File: src/rtl/load_store_unit.sv
// load_store_unit: sequences byte/half/word/double loads and stores onto a
// doubleword-wide data memory.
//
// Every memory transfer moves 8 bytes. Loads read the doubleword at the request
// address and extend its low bytes. Double stores write it directly. Narrower
// stores do a read-modify-write that keeps the upper bytes of the doubleword.
//
// Parameters:
//   MEM_SIZE        byte capacity of the attached data memory
// Compile-time option:
//   MISALIGN_TRAP_EN  when defined, an access whose address is not a multiple
//                     of its size is rejected with resp_error
// Ports:
//   clock, reset                      rising-edge clock, async active-high reset
//   req_valid/req_ready               request handshake (ready only in idle)
//   req_write, req_size, req_unsigned access kind, size (00 B, 01 H, 10 W, 11 D),
//                                     and zero- or sign-extension for loads
//   req_address, req_data             byte address, right-aligned store data
//   resp_valid, resp_data, resp_error one-cycle completion with load result
//   mem_address, mem_read, mem_write  memory strobes, active only in READ/WRITE
//   mem_write_data, mem_read_data     8-byte little-endian memory data
module load_store_unit #(
    parameter int unsigned MEM_SIZE = 256
) (
    input  logic        clock,
    input  logic        reset,
    input  logic        req_valid,
    output logic        req_ready,
    input  logic        req_write,
    input  logic [1:0]  req_size,
    input  logic        req_unsigned,
    input  logic [63:0] req_address,
    input  logic [63:0] req_data,
    output logic        resp_valid,
    output logic [63:0] resp_data,
    output logic        resp_error,
    output logic [63:0] mem_address,
    output logic        mem_read,
    output logic        mem_write,
    output logic [63:0] mem_write_data,
    input  logic [63:0] mem_read_data
);

    typedef enum logic [1:0] {StIdle, StRead, StWrite, StResp} state_e;

    // Highest address at which a full 8-byte transfer still fits.
    localparam logic [63:0] LastAddr = 64'(MEM_SIZE) - 64'd8;

    state_e      state_q, state_d;
    logic        write_q;
    logic [1:0]  size_q;
    logic        unsigned_q;
    logic [63:0] address_q;
    logic [63:0] data_q;
    logic        error_q;
    logic [63:0] rdata_q;

    logic        accept;
    logic        req_error;
    logic        misalign;
    logic [63:0] merged;
    logic [63:0] load_ext;

    assign accept = req_valid && (state_q == StIdle);

`ifdef MISALIGN_TRAP_EN
    always_comb begin
        misalign = 1'b0;
        unique case (req_size)
            2'b00: misalign = 1'b0;
            2'b01: misalign = req_address[0];
            2'b10: misalign = |req_address[1:0];
            2'b11: misalign = |req_address[2:0];
            default: misalign = 1'b0;
        endcase
    end
`else
    assign misalign = 1'b0;
`endif

    assign req_error = (req_address > LastAddr) || misalign;

    // Request capture and read-data capture.
    always_ff @(posedge clock or posedge reset) begin
        if (reset) begin
            state_q    <= StIdle;
            write_q    <= 1'b0;
            size_q     <= 2'b00;
            unsigned_q <= 1'b0;
            address_q  <= 64'd0;
            data_q     <= 64'd0;
            error_q    <= 1'b0;
            rdata_q    <= 64'd0;
        end else begin
            state_q <= state_d;
            if (accept) begin
                write_q    <= req_write;
                size_q     <= req_size;
                unsigned_q <= req_unsigned;
                address_q  <= req_address;
                data_q     <= req_data;
                error_q    <= req_error;
            end
            if (state_q == StRead) begin
                rdata_q <= mem_read_data;
            end
        end
    end

    // Next-state logic.
    always_comb begin
        state_d = state_q;
        unique case (state_q)
            StIdle: begin
                if (accept) begin
                    if (req_error) begin
                        state_d = StResp;
                    end else if (req_write && (req_size == 2'b11)) begin
                        state_d = StWrite;
                    end else begin
                        // Loads and narrow stores both start with a read.
                        state_d = StRead;
                    end
                end
            end
            StRead:  state_d = write_q ? StWrite : StResp;
            StWrite: state_d = StResp;
            StResp:  state_d = StIdle;
            default: state_d = StIdle;
        endcase
    end

    // Narrow stores overlay their low bytes onto the doubleword read in StRead.
    always_comb begin
        merged = data_q;
        unique case (size_q)
            2'b00: merged = {rdata_q[63:8], data_q[7:0]};
            2'b01: merged = {rdata_q[63:16], data_q[15:0]};
            2'b10: merged = {rdata_q[63:32], data_q[31:0]};
            2'b11: merged = data_q;
            default: merged = data_q;
        endcase
    end

    always_comb begin
        load_ext = rdata_q;
        unique case (size_q)
            2'b00: load_ext = unsigned_q ? {56'd0, rdata_q[7:0]}
                                         : {{56{rdata_q[7]}}, rdata_q[7:0]};
            2'b01: load_ext = unsigned_q ? {48'd0, rdata_q[15:0]}
                                         : {{48{rdata_q[15]}}, rdata_q[15:0]};
            2'b10: load_ext = unsigned_q ? {32'd0, rdata_q[31:0]}
                                         : {{32{rdata_q[31]}}, rdata_q[31:0]};
            2'b11: load_ext = rdata_q;
            default: load_ext = rdata_q;
        endcase
    end

    // Outputs decoded from state so that reset clears them immediately.
    always_comb begin
        req_ready      = (state_q == StIdle);
        mem_read       = (state_q == StRead);
        mem_write      = (state_q == StWrite);
        mem_address    = 64'd0;
        mem_write_data = 64'd0;
        resp_valid     = (state_q == StResp);
        resp_error     = 1'b0;
        resp_data      = 64'd0;
        if ((state_q == StRead) || (state_q == StWrite)) begin
            mem_address = address_q;
        end
        if (state_q == StWrite) begin
            mem_write_data = merged;
        end
        if (state_q == StResp) begin
            resp_error = error_q;
            if (!write_q && !error_q) begin
                resp_data = load_ext;
            end
        end
    end

endmodule

File: config.mk
export PLATFORM = sky130hd
export DESIGN_NAME = load_store_unit
export DESIGN_NICKNAME = d
export VERILOG_FILES = /design/src/rtl/load_store_unit.sv
export SDC_FILE = /design/constraint.sdc
export NUM_CORES = 1
export LEC_CHECK = 0
export CAP_MARGIN = 10
export CORE_MARGIN = 2
export CORE_UTILIZATION = 45
export CTS_BUF_LIST = sky130_fd_sc_hd__clkbuf_4 sky130_fd_sc_hd__clkbuf_8
export DETAILED_ROUTE_END_ITERATION = 8
export PLACE_DENSITY_LB_ADDON = 0.15
export SYNTH_ARGS = -nofsm -noshare
export SYNTH_HDL_FRONTEND = slang
export SYNTH_SLANG_ARGS = --single-unit
File: constraint.sdc
create_clock -name clock -period 7.9 [get_ports clock]
set_input_delay 1.58 -clock clock [delete_from_list [all_inputs] [get_ports clock]]
set_output_delay 1.58 -clock clock [all_outputs]
set_load 0.01 [all_outputs]
==> impl_metrics.xml, run 1 <==
<?xml version="1.0" encoding="UTF-8"?>
<metrics>
  <group name="global_route">
    <metric name="global_route_wire_length_before_repair" unit="mm">45.6</metric>
    <metric name="grt_antenna_before_repair" unit="">3</metric>
    <metric name="vias_in_the_first_global_route" unit="">8095</metric>
    <metric name="globalRoute.totalOverflow" unit="">0</metric>
    <metric name="grt_start_max_net_pins" unit="">154</metric>
    <metric name="globalRouteTotalUtil" unit="%">24.9</metric>
  </group>
  <group name="yosys">
    <metric name="number_of_enable_flip_flop_cells_after_synthesis" unit="">0</metric>
    <metric name="syn-instance-count" unit="">858</metric>
    <metric name="synth_top_flop_cell" unit="">sky130_fd_sc_hd__dfrtp_1</metric>
    <metric name="async_flop_share" unit="%">100</metric>
    <metric name="syn_area" unit="µm²">9930</metric>
    <metric name="synthDistinctLibCells" unit="">32</metric>
    <metric name="synth_warnings" unit="">0</metric>
    <metric name="synthesized_nets" unit="">1061</metric>
    <metric name="synth_seq_cells" unit="">199</metric>
    <metric name="synth_seq_area_share" unit="%">50.1</metric>
    <metric name="syn_area_per_cell" unit="µm²">11.6</metric>
  </group>
  <group name="pwr">
    <metric name="peakVddDrop" unit="V">0.000276</metric>
    <metric name="power-per-cell-area" unit="nW/µm²">398</metric>
    <metric name="power_leakage" unit="nW">5.75</metric>
  </group>
  <group name="detailed_routing">
    <metric name="first_iter_violations" unit="">326</metric>
    <metric name="drt_pass1_iterations" unit="">4</metric>
    <metric name="route.detailed.vias_per_inst" unit="">5.16</metric>
    <metric name="detail_route.drc_violations" unit="">0</metric>
    <metric name="detailroute.via_count" unit="">7804</metric>
    <metric name="total_wirelength_of_the_detailed_routed_design" unit="mm">29.1</metric>
    <metric name="wire_per_inst" unit="µm">19.3</metric>
    <metric name="final_antenna_net_count" unit="">0</metric>
  </group>
  <group name="clock_network">
    <metric name="post-cts-setup-buffers" unit="">0</metric>
    <metric name="cts_hold_repair.buffers" unit="">0</metric>
    <metric name="cts_inserted_buffers" unit="">17</metric>
    <metric name="ctsResizeCount" unit="">0</metric>
    <metric name="cts_tree" unit="">done</metric>
    <metric name="worst_skew_pair.late_latency" unit="ps">460</metric>
    <metric name="clk_root_buffer_cell" unit="">sky130_fd_sc_hd__clkbuf_8</metric>
    <metric name="clk_pin_slew" unit="ps">100</metric>
    <metric name="numClockSinks" unit="">199</metric>
    <metric name="clk_path_buf_depth" unit="">2</metric>
    <metric name="cts_max_level" unit="">4</metric>
  </group>
  <group name="sta">
    <metric name="clock_skew" unit="ps">21.0</metric>
    <metric name="setup_slack_after_layout" unit="ps">3160</metric>
    <metric name="finalSetupViolations" unit="">0</metric>
    <metric name="finalCritPeriodShare" unit="%">60.0</metric>
    <metric name="rsz_0062_raised_after_global_routing" unit="">no</metric>
    <metric name="max_freq" unit="MHz">211</metric>
    <metric name="worst_margin_slew" unit="ps">1200</metric>
    <metric name="final_hold_viol_count" unit="">0</metric>
    <metric name="timing.final.max_slew_violations" unit="">0</metric>
    <metric name="final.min_clock_period" unit="ps">4740</metric>
    <metric name="tns" unit="ps">0</metric>
    <metric name="relSlewSlack" unit="%">20.0</metric>
  </group>
  <group name="layout">
    <metric name="num-nets-final" unit="">1421</metric>
    <metric name="area_delta_synth_final" unit="%">44.6</metric>
    <metric name="drive_gt1_share" unit="%">18.3</metric>
    <metric name="final_cell_count_no_fill" unit="">1513</metric>
    <metric name="layout.cells.most_common_list" unit="">sky130_fd_sc_hd__clkdlybuf4s50_1 (395), sky130_fd_sc_hd__dfrtp_1 (199), sky130_fd_sc_hd__mux2_2 (137), sky130_fd_sc_hd__nand2_1 (133), sky130_fd_sc_hd__and2_1 (81)</metric>
    <metric name="mostFrequentLayoutCell" unit="">sky130_fd_sc_hd__clkdlybuf4s50_1</metric>
  </group>
  <group name="floorplanning">
    <metric name="io_pins" unit="">396</metric>
    <metric name="fp-row-count" unit="">54</metric>
    <metric name="design.core.area" unit="µm²">21800</metric>
    <metric name="die_width" unit="µm">153</metric>
    <metric name="die_y" unit="µm">153</metric>
    <metric name="fp.dieArea" unit="µm²">23300</metric>
    <metric name="effective_utilization_at_floorplan" unit="%">45.6</metric>
  </group>
  <group name="job">
    <metric name="max_cap_viol_count" unit="">0</metric>
  </group>
  <group name="worst_setup_path">
    <metric name="most_frequent_cp_cell" unit="">sky130_fd_sc_hd__a21oi_1</metric>
    <metric name="critical_path.top_delay_family" unit="">buffers and inverters</metric>
    <metric name="cpMaxStageDelayCell" unit="">sky130_fd_sc_hd__nor2_4</metric>
    <metric name="critical_path.n_buffers_inverters" unit="">2</metric>
    <metric name="setup.worst_path.end_class" unit="">output pin</metric>
    <metric name="data_required_time_at_the_worst_endpoint" unit="ps">6320</metric>
    <metric name="crit_chain" unit="">buf_4, a21oi_1, nor2_4, a21oi_1, clkdlybuf4s50_1</metric>
    <metric name="timing_worst_setup_path_type" unit="">reg -&gt; out</metric>
    <metric name="cpPeakStageDelay" unit="ps">940</metric>
    <metric name="timing.critical_path.from_type" unit="">flip-flop</metric>
    <metric name="worstPathMaxFanout" unit="">37</metric>
    <metric name="arrival" unit="ps">3160</metric>
  </group>
  <group name="run_status">
    <metric name="run_status" unit="">finished clean</metric>
  </group>
  <group name="placement">
    <metric name="pre_cts_ws" unit="ps">3640</metric>
    <metric name="io_buffer_count" unit="">395</metric>
    <metric name="numPlacedInstances" unit="">1479</metric>
    <metric name="place.gp.congestion" unit="">0.847</metric>
    <metric name="dpl.hpwl" unit="mm">20.6</metric>
  </group>
  <group name="min_path">
    <metric name="holdCritPathClass" unit="">reg -&gt; reg</metric>
  </group>
</metrics>
## cells in the mapped netlist (5+ instances only)
library cell / instances / share of area, %
sky130_fd_sc_hd__dfrtp_1: 199 / 50
sky130_fd_sc_hd__mux2_2: 137 / 16
sky130_fd_sc_hd__nand2_1: 134 / 5.1
sky130_fd_sc_hd__and2_1: 82 / 5.2
sky130_fd_sc_hd__mux2_1: 59 / 6.7
sky130_fd_sc_hd__a21boi_0: 40 / 3.0
sky130_fd_sc_hd__a21oi_2: 40 / 3.5
sky130_fd_sc_hd__buf_2: 31 / 1.6
sky130_fd_sc_hd__nor2_1: 19 / 0.72
sky130_fd_sc_hd__clkbuf_1: 17 / 0.64
sky130_fd_sc_hd__nor2b_1: 17 / 1.1
sky130_fd_sc_hd__mux2i_1: 16 / 1.6
sky130_fd_sc_hd__nor4_1: 14 / 0.88
sky130_fd_sc_hd__a21oi_1: 11 / 0.55
sky130_fd_sc_hd__buf_4: 7 / 0.53
sky130_fd_sc_hd__inv_1: 5 / 0.19
## through the flow
step	instance area (µm²)	power, W	utilization [%]	hold slack (ps)
global route	14400	0.00610	66.0	509
global placement	14000	0.00503	64.1	466
CTS	14400	0.00577	66.0	498
floorplan	9930	0.00366	-	456
detailed placement	14000	0.00509	64.1	473
finish	14400	0.00571	66.0	491
## path summary, 6_finish.rpt
kind	cells past startpoint	slack (ps)	end	start
max reg2reg	5	5000	data_q[60]	state_q[0]
min	1	490	address_q[52]	address_q[52]
min in group asynchronous	2	1770	rdata_q[62]	reset
min reg2reg	1	490	address_q[52]	address_q[52]
max	5	3160	resp_data[61]	size_q[1]
max in group asynchronous	3	4780	address_q[61]	reset
## report_power, final
part	internal, W	total (W)	switching (W)
Combinational	0.00174	0.00320	0.00147
Sequential	0.00154	0.00184	0.000296
Clock	0.000282	0.000671	0.000389
## layer usage
layer	share of wire (%)	wire [µm]	vias to the layer above	global-route usage [%]
met5	0.045	13	-	0
met4	3.1	894	2	9.17
met3	9.0	2610	50	8.85
met2	49	14200	305	41.5
met1	39	11400	3822	30.0
li1	-	-	3625	-
## area by class of cell
class	count	area, µm²
Multi-Input combinational cell	593	4590
Timing Repair Buffer	402	4010
Inverter	5	26.3
Sequential cell	199	4980
Tap cell	280	350
Clock inverter	12	133
Clock buffer	20	269
Antenna cell	2	5.00
Fill cell	1753	7400
## state kept, by name, summed over array words and instances, names as in the netlist
signal and flops:
rdata_q 64, write_q 1, error_q 1, address_q 64, size_q 2, unsigned_q 1
state_q 2, data_q 64
## logic make-up after synthesis
group / Yosys count / synth area share [%]
flip-flops: 199 / 50.1
AND/OR/NAND/NOR: 278 / 13.8
multiplexers: 212 / 23.8
adder cells (fa/ha/maj): 4 / 0.504
buffers and inverters: 66 / 3.96
AO/OA/AOI/OAI: 99 / 7.74
Power figures use the tool's default switching activity.
==> inputs of run 2 (changes only) <==
- CORE_UTILIZATION: 45 -> 41
- clock period: 7.9 -> 4.09 ns (I/O delays scaled with it)
==> run 2 against run 1 <==
Non-clock buffer count rose by 7. Combinational power up 95%. Setup slack lost 2800 ps. Critical path depth did not move. Critical endpoint unchanged.
==> impl_metrics.xml, run 2 (synthesized netlist as in run 1, its figures left out) <==
<?xml version="1.0" encoding="UTF-8"?>
<metrics>
  <group name="run_status">
    <metric name="run_status" unit="">finished clean</metric>
  </group>
  <group name="clock_network">
    <metric name="ctsResizeCount" unit="">0</metric>
    <metric name="cts_hold_repair.buffers" unit="">0</metric>
    <metric name="post-cts-setup-buffers" unit="">0</metric>
    <metric name="worst_skew_pair.late_latency" unit="ps">470</metric>
    <metric name="cts_tree" unit="">done</metric>
    <metric name="cts_max_level" unit="">4</metric>
    <metric name="cts_inserted_buffers" unit="">17</metric>
    <metric name="clk_path_buf_depth" unit="">2</metric>
    <metric name="clk_pin_slew" unit="ps">110</metric>
    <metric name="clk_root_buffer_cell" unit="">sky130_fd_sc_hd__clkbuf_8</metric>
    <metric name="numClockSinks" unit="">199</metric>
  </group>
  <group name="detailed_routing">
    <metric name="first_iter_violations" unit="">399</metric>
    <metric name="final_antenna_net_count" unit="">0</metric>
    <metric name="route.detailed.vias_per_inst" unit="">5.03</metric>
    <metric name="detail_route.drc_violations" unit="">0</metric>
    <metric name="drt_pass1_iterations" unit="">7</metric>
    <metric name="wire_per_inst" unit="µm">19.0</metric>
    <metric name="detailroute.via_count" unit="">7834</metric>
    <metric name="total_wirelength_of_the_detailed_routed_design" unit="mm">29.6</metric>
  </group>
  <group name="placement">
    <metric name="pre_cts_ws" unit="ps">828</metric>
    <metric name="dpl.hpwl" unit="mm">21.5</metric>
    <metric name="place.gp.congestion" unit="">0.823</metric>
    <metric name="io_buffer_count" unit="">395</metric>
    <metric name="numPlacedInstances" unit="">1525</metric>
  </group>
  <group name="worst_setup_path">
    <metric name="arrival" unit="ps">2950</metric>
    <metric name="timing_worst_setup_path_type" unit="">reg -&gt; out</metric>
    <metric name="data_required_time_at_the_worst_endpoint" unit="ps">3270</metric>
    <metric name="worstPathMaxFanout" unit="">32</metric>
    <metric name="cpPeakStageDelay" unit="ps">900</metric>
    <metric name="cpMaxStageDelayCell" unit="">sky130_fd_sc_hd__nor2_4</metric>
    <metric name="most_frequent_cp_cell" unit="">sky130_fd_sc_hd__a21oi_1</metric>
    <metric name="crit_chain" unit="">buf_4, a21oi_1, nor2_4, a21oi_1, clkdlybuf4s50_1</metric>
    <metric name="setup.worst_path.end_class" unit="">output pin</metric>
    <metric name="timing.critical_path.from_type" unit="">flip-flop</metric>
  </group>
  <group name="layout">
    <metric name="final_cell_count_no_fill" unit="">1557</metric>
    <metric name="drive_gt1_share" unit="%">18.6</metric>
    <metric name="area_delta_synth_final" unit="%">45.8</metric>
    <metric name="num-nets-final" unit="">1428</metric>
    <metric name="layout.cells.most_common_list" unit="">sky130_fd_sc_hd__clkdlybuf4s50_1 (395), sky130_fd_sc_hd__dfrtp_1 (199), sky130_fd_sc_hd__mux2_2 (137), sky130_fd_sc_hd__nand2_1 (133), sky130_fd_sc_hd__and2_1 (81)</metric>
    <metric name="mostFrequentLayoutCell" unit="">sky130_fd_sc_hd__clkdlybuf4s50_1</metric>
    <metric name="reg.largest.list" unit="">address_q (64), data_q (64), rdata_q (64)</metric>
  </group>
  <group name="sta">
    <metric name="finalCritPeriodShare" unit="%">92.2</metric>
    <metric name="finalSetupViolations" unit="">0</metric>
    <metric name="final_hold_viol_count" unit="">0</metric>
    <metric name="timing.final.max_slew_violations" unit="">0</metric>
    <metric name="max_freq" unit="MHz">265</metric>
    <metric name="setup_slack_after_layout" unit="ps">319</metric>
    <metric name="clock_skew" unit="ps">13.7</metric>
    <metric name="relSlewSlack" unit="%">21.7</metric>
    <metric name="final.min_clock_period" unit="ps">3770</metric>
    <metric name="rsz_0062_raised_after_global_routing" unit="">no</metric>
    <metric name="worst_margin_slew" unit="ps">1170</metric>
    <metric name="tns" unit="ps">0</metric>
  </group>
  <group name="job">
    <metric name="max_cap_viol_count" unit="">0</metric>
  </group>
  <group name="floorplanning">
    <metric name="io_pins" unit="">396</metric>
    <metric name="effective_utilization_at_floorplan" unit="%">42.1</metric>
    <metric name="fp.dieArea" unit="µm²">25500</metric>
    <metric name="design.core.area" unit="µm²">23600</metric>
    <metric name="die_width" unit="µm">160</metric>
    <metric name="die_y" unit="µm">160</metric>
    <metric name="fp-row-count" unit="">56</metric>
  </group>
  <group name="pwr">
    <metric name="peakVddDrop" unit="V">0.000399</metric>
    <metric name="seq_power_share" unit="%">32.3</metric>
    <metric name="power_leakage" unit="nW">5.78</metric>
    <metric name="p_clk_share" unit="%">11.4</metric>
    <metric name="power-per-cell-area" unit="nW/µm²">764</metric>
    <metric name="swShare" unit="%">37.9</metric>
    <metric name="combinational_power_share" unit="%">56.3</metric>
    <metric name="power.internal" unit="W">0.00687</metric>
    <metric name="switchingPower" unit="W">0.00419</metric>
  </group>
  <group name="min_path">
    <metric name="holdCritPathClass" unit="">reg -&gt; reg</metric>
  </group>
  <group name="global_route">
    <metric name="vias_in_the_first_global_route" unit="">8224</metric>
    <metric name="global_route_wire_length_before_repair" unit="mm">46.7</metric>
    <metric name="globalRoute.totalOverflow" unit="">0</metric>
    <metric name="grt_start_max_net_pins" unit="">95</metric>
    <metric name="grt_antenna_before_repair" unit="">1</metric>
    <metric name="globalRouteTotalUtil" unit="%">23.3</metric>
  </group>
</metrics>
[run 2: changes by cell type in the layout (fill, tap and decap cells not counted), sizes merged]
| cell | change |
|---|---|
| buf | +7 |
| clkbuf | -2 |
| clkinv | -1 |
| clkinvlp | +3 |
| diode | -1 |
| inv | -1 |
[run 2: final timing paths]
| kind | end | cells past startpoint | slack [ps] | start |
|---|---|---|---|---|
| max in group asynchronous | rdata_q[7] | 3 | 2400 | reset |
| hold / removal | address_q[56] | 1 | 490 | address_q[56] |
| min in group asynchronous | rdata_q[55] | 2 | 760 | reset |
| setup / recovery | resp_data[61] | 5 | 320 | size_q[1] |
| setup reg to reg | data_q[43] | 5 | 2000 | state_q[0] |
| hold reg to reg | address_q[56] | 1 | 490 | address_q[56] |
[run 2: worst max-delay path, delay by kind of cell (launching register included)]
family,cells,cell delay (ps)
AO/OA/AOI/OAI,2,280
buffers and inverters,2,830
flip-flops,1,440
AND/OR/NAND/NOR,1,900
[run 2: metrics by stage]
stage	hold WS [ps]	util [%]	total power (W)	area [µm²]
2_1_floorplan	456	-	0.00706	9930
3_3_place_gp	465	59.7	0.00982	14100
3_5_place_dp	473	59.7	0.00993	14100
4_1_cts	498	61.3	0.0112	14500
5_1_grt	509	61.3	0.0118	14500
6_report	491	61.3	0.0111	14500
[run 2: area by class of cell]
class | count | area (µm²)
clock buffers | 18 | 241
well taps | 319 | 399
clock inverters | 13 | 139
flip-flops and latches | 199 | 4980
fillers | 2054 | 9130
inverters | 5 | 22.5
repair buffers | 409 | 4110
multi-input cells | 593 | 4590
diodes | 1 | 2.50
[run 2: power groups by stage]
| stage | clock network [W] | logic (W) | registers [W] |
|---|---|---|---|
| after floorplan | 0 | 0.00365 | 0.00341 |
| after CTS | 0.00131 | 0.00634 | 0.00357 |
| after detailed placement | 0 | 0.00631 | 0.00362 |
| final | 0.00126 | 0.00623 | 0.00357 |
| after global placement | 0 | 0.00626 | 0.00356 |
| after global routing | 0.00139 | 0.00674 | 0.00371 |
[run 2: metal layers]
layer  share of wire, %  wire (µm)  global-route usage, %  up-vias
met5                  0          0                      0        -
met4                2.2        645                   7.44        0
met3                8.8       2600                   7.90       35
met2                 49      14400                   39.2      277
met1                 40      11900                   28.3     3866
li1                   -          -                      -     3656
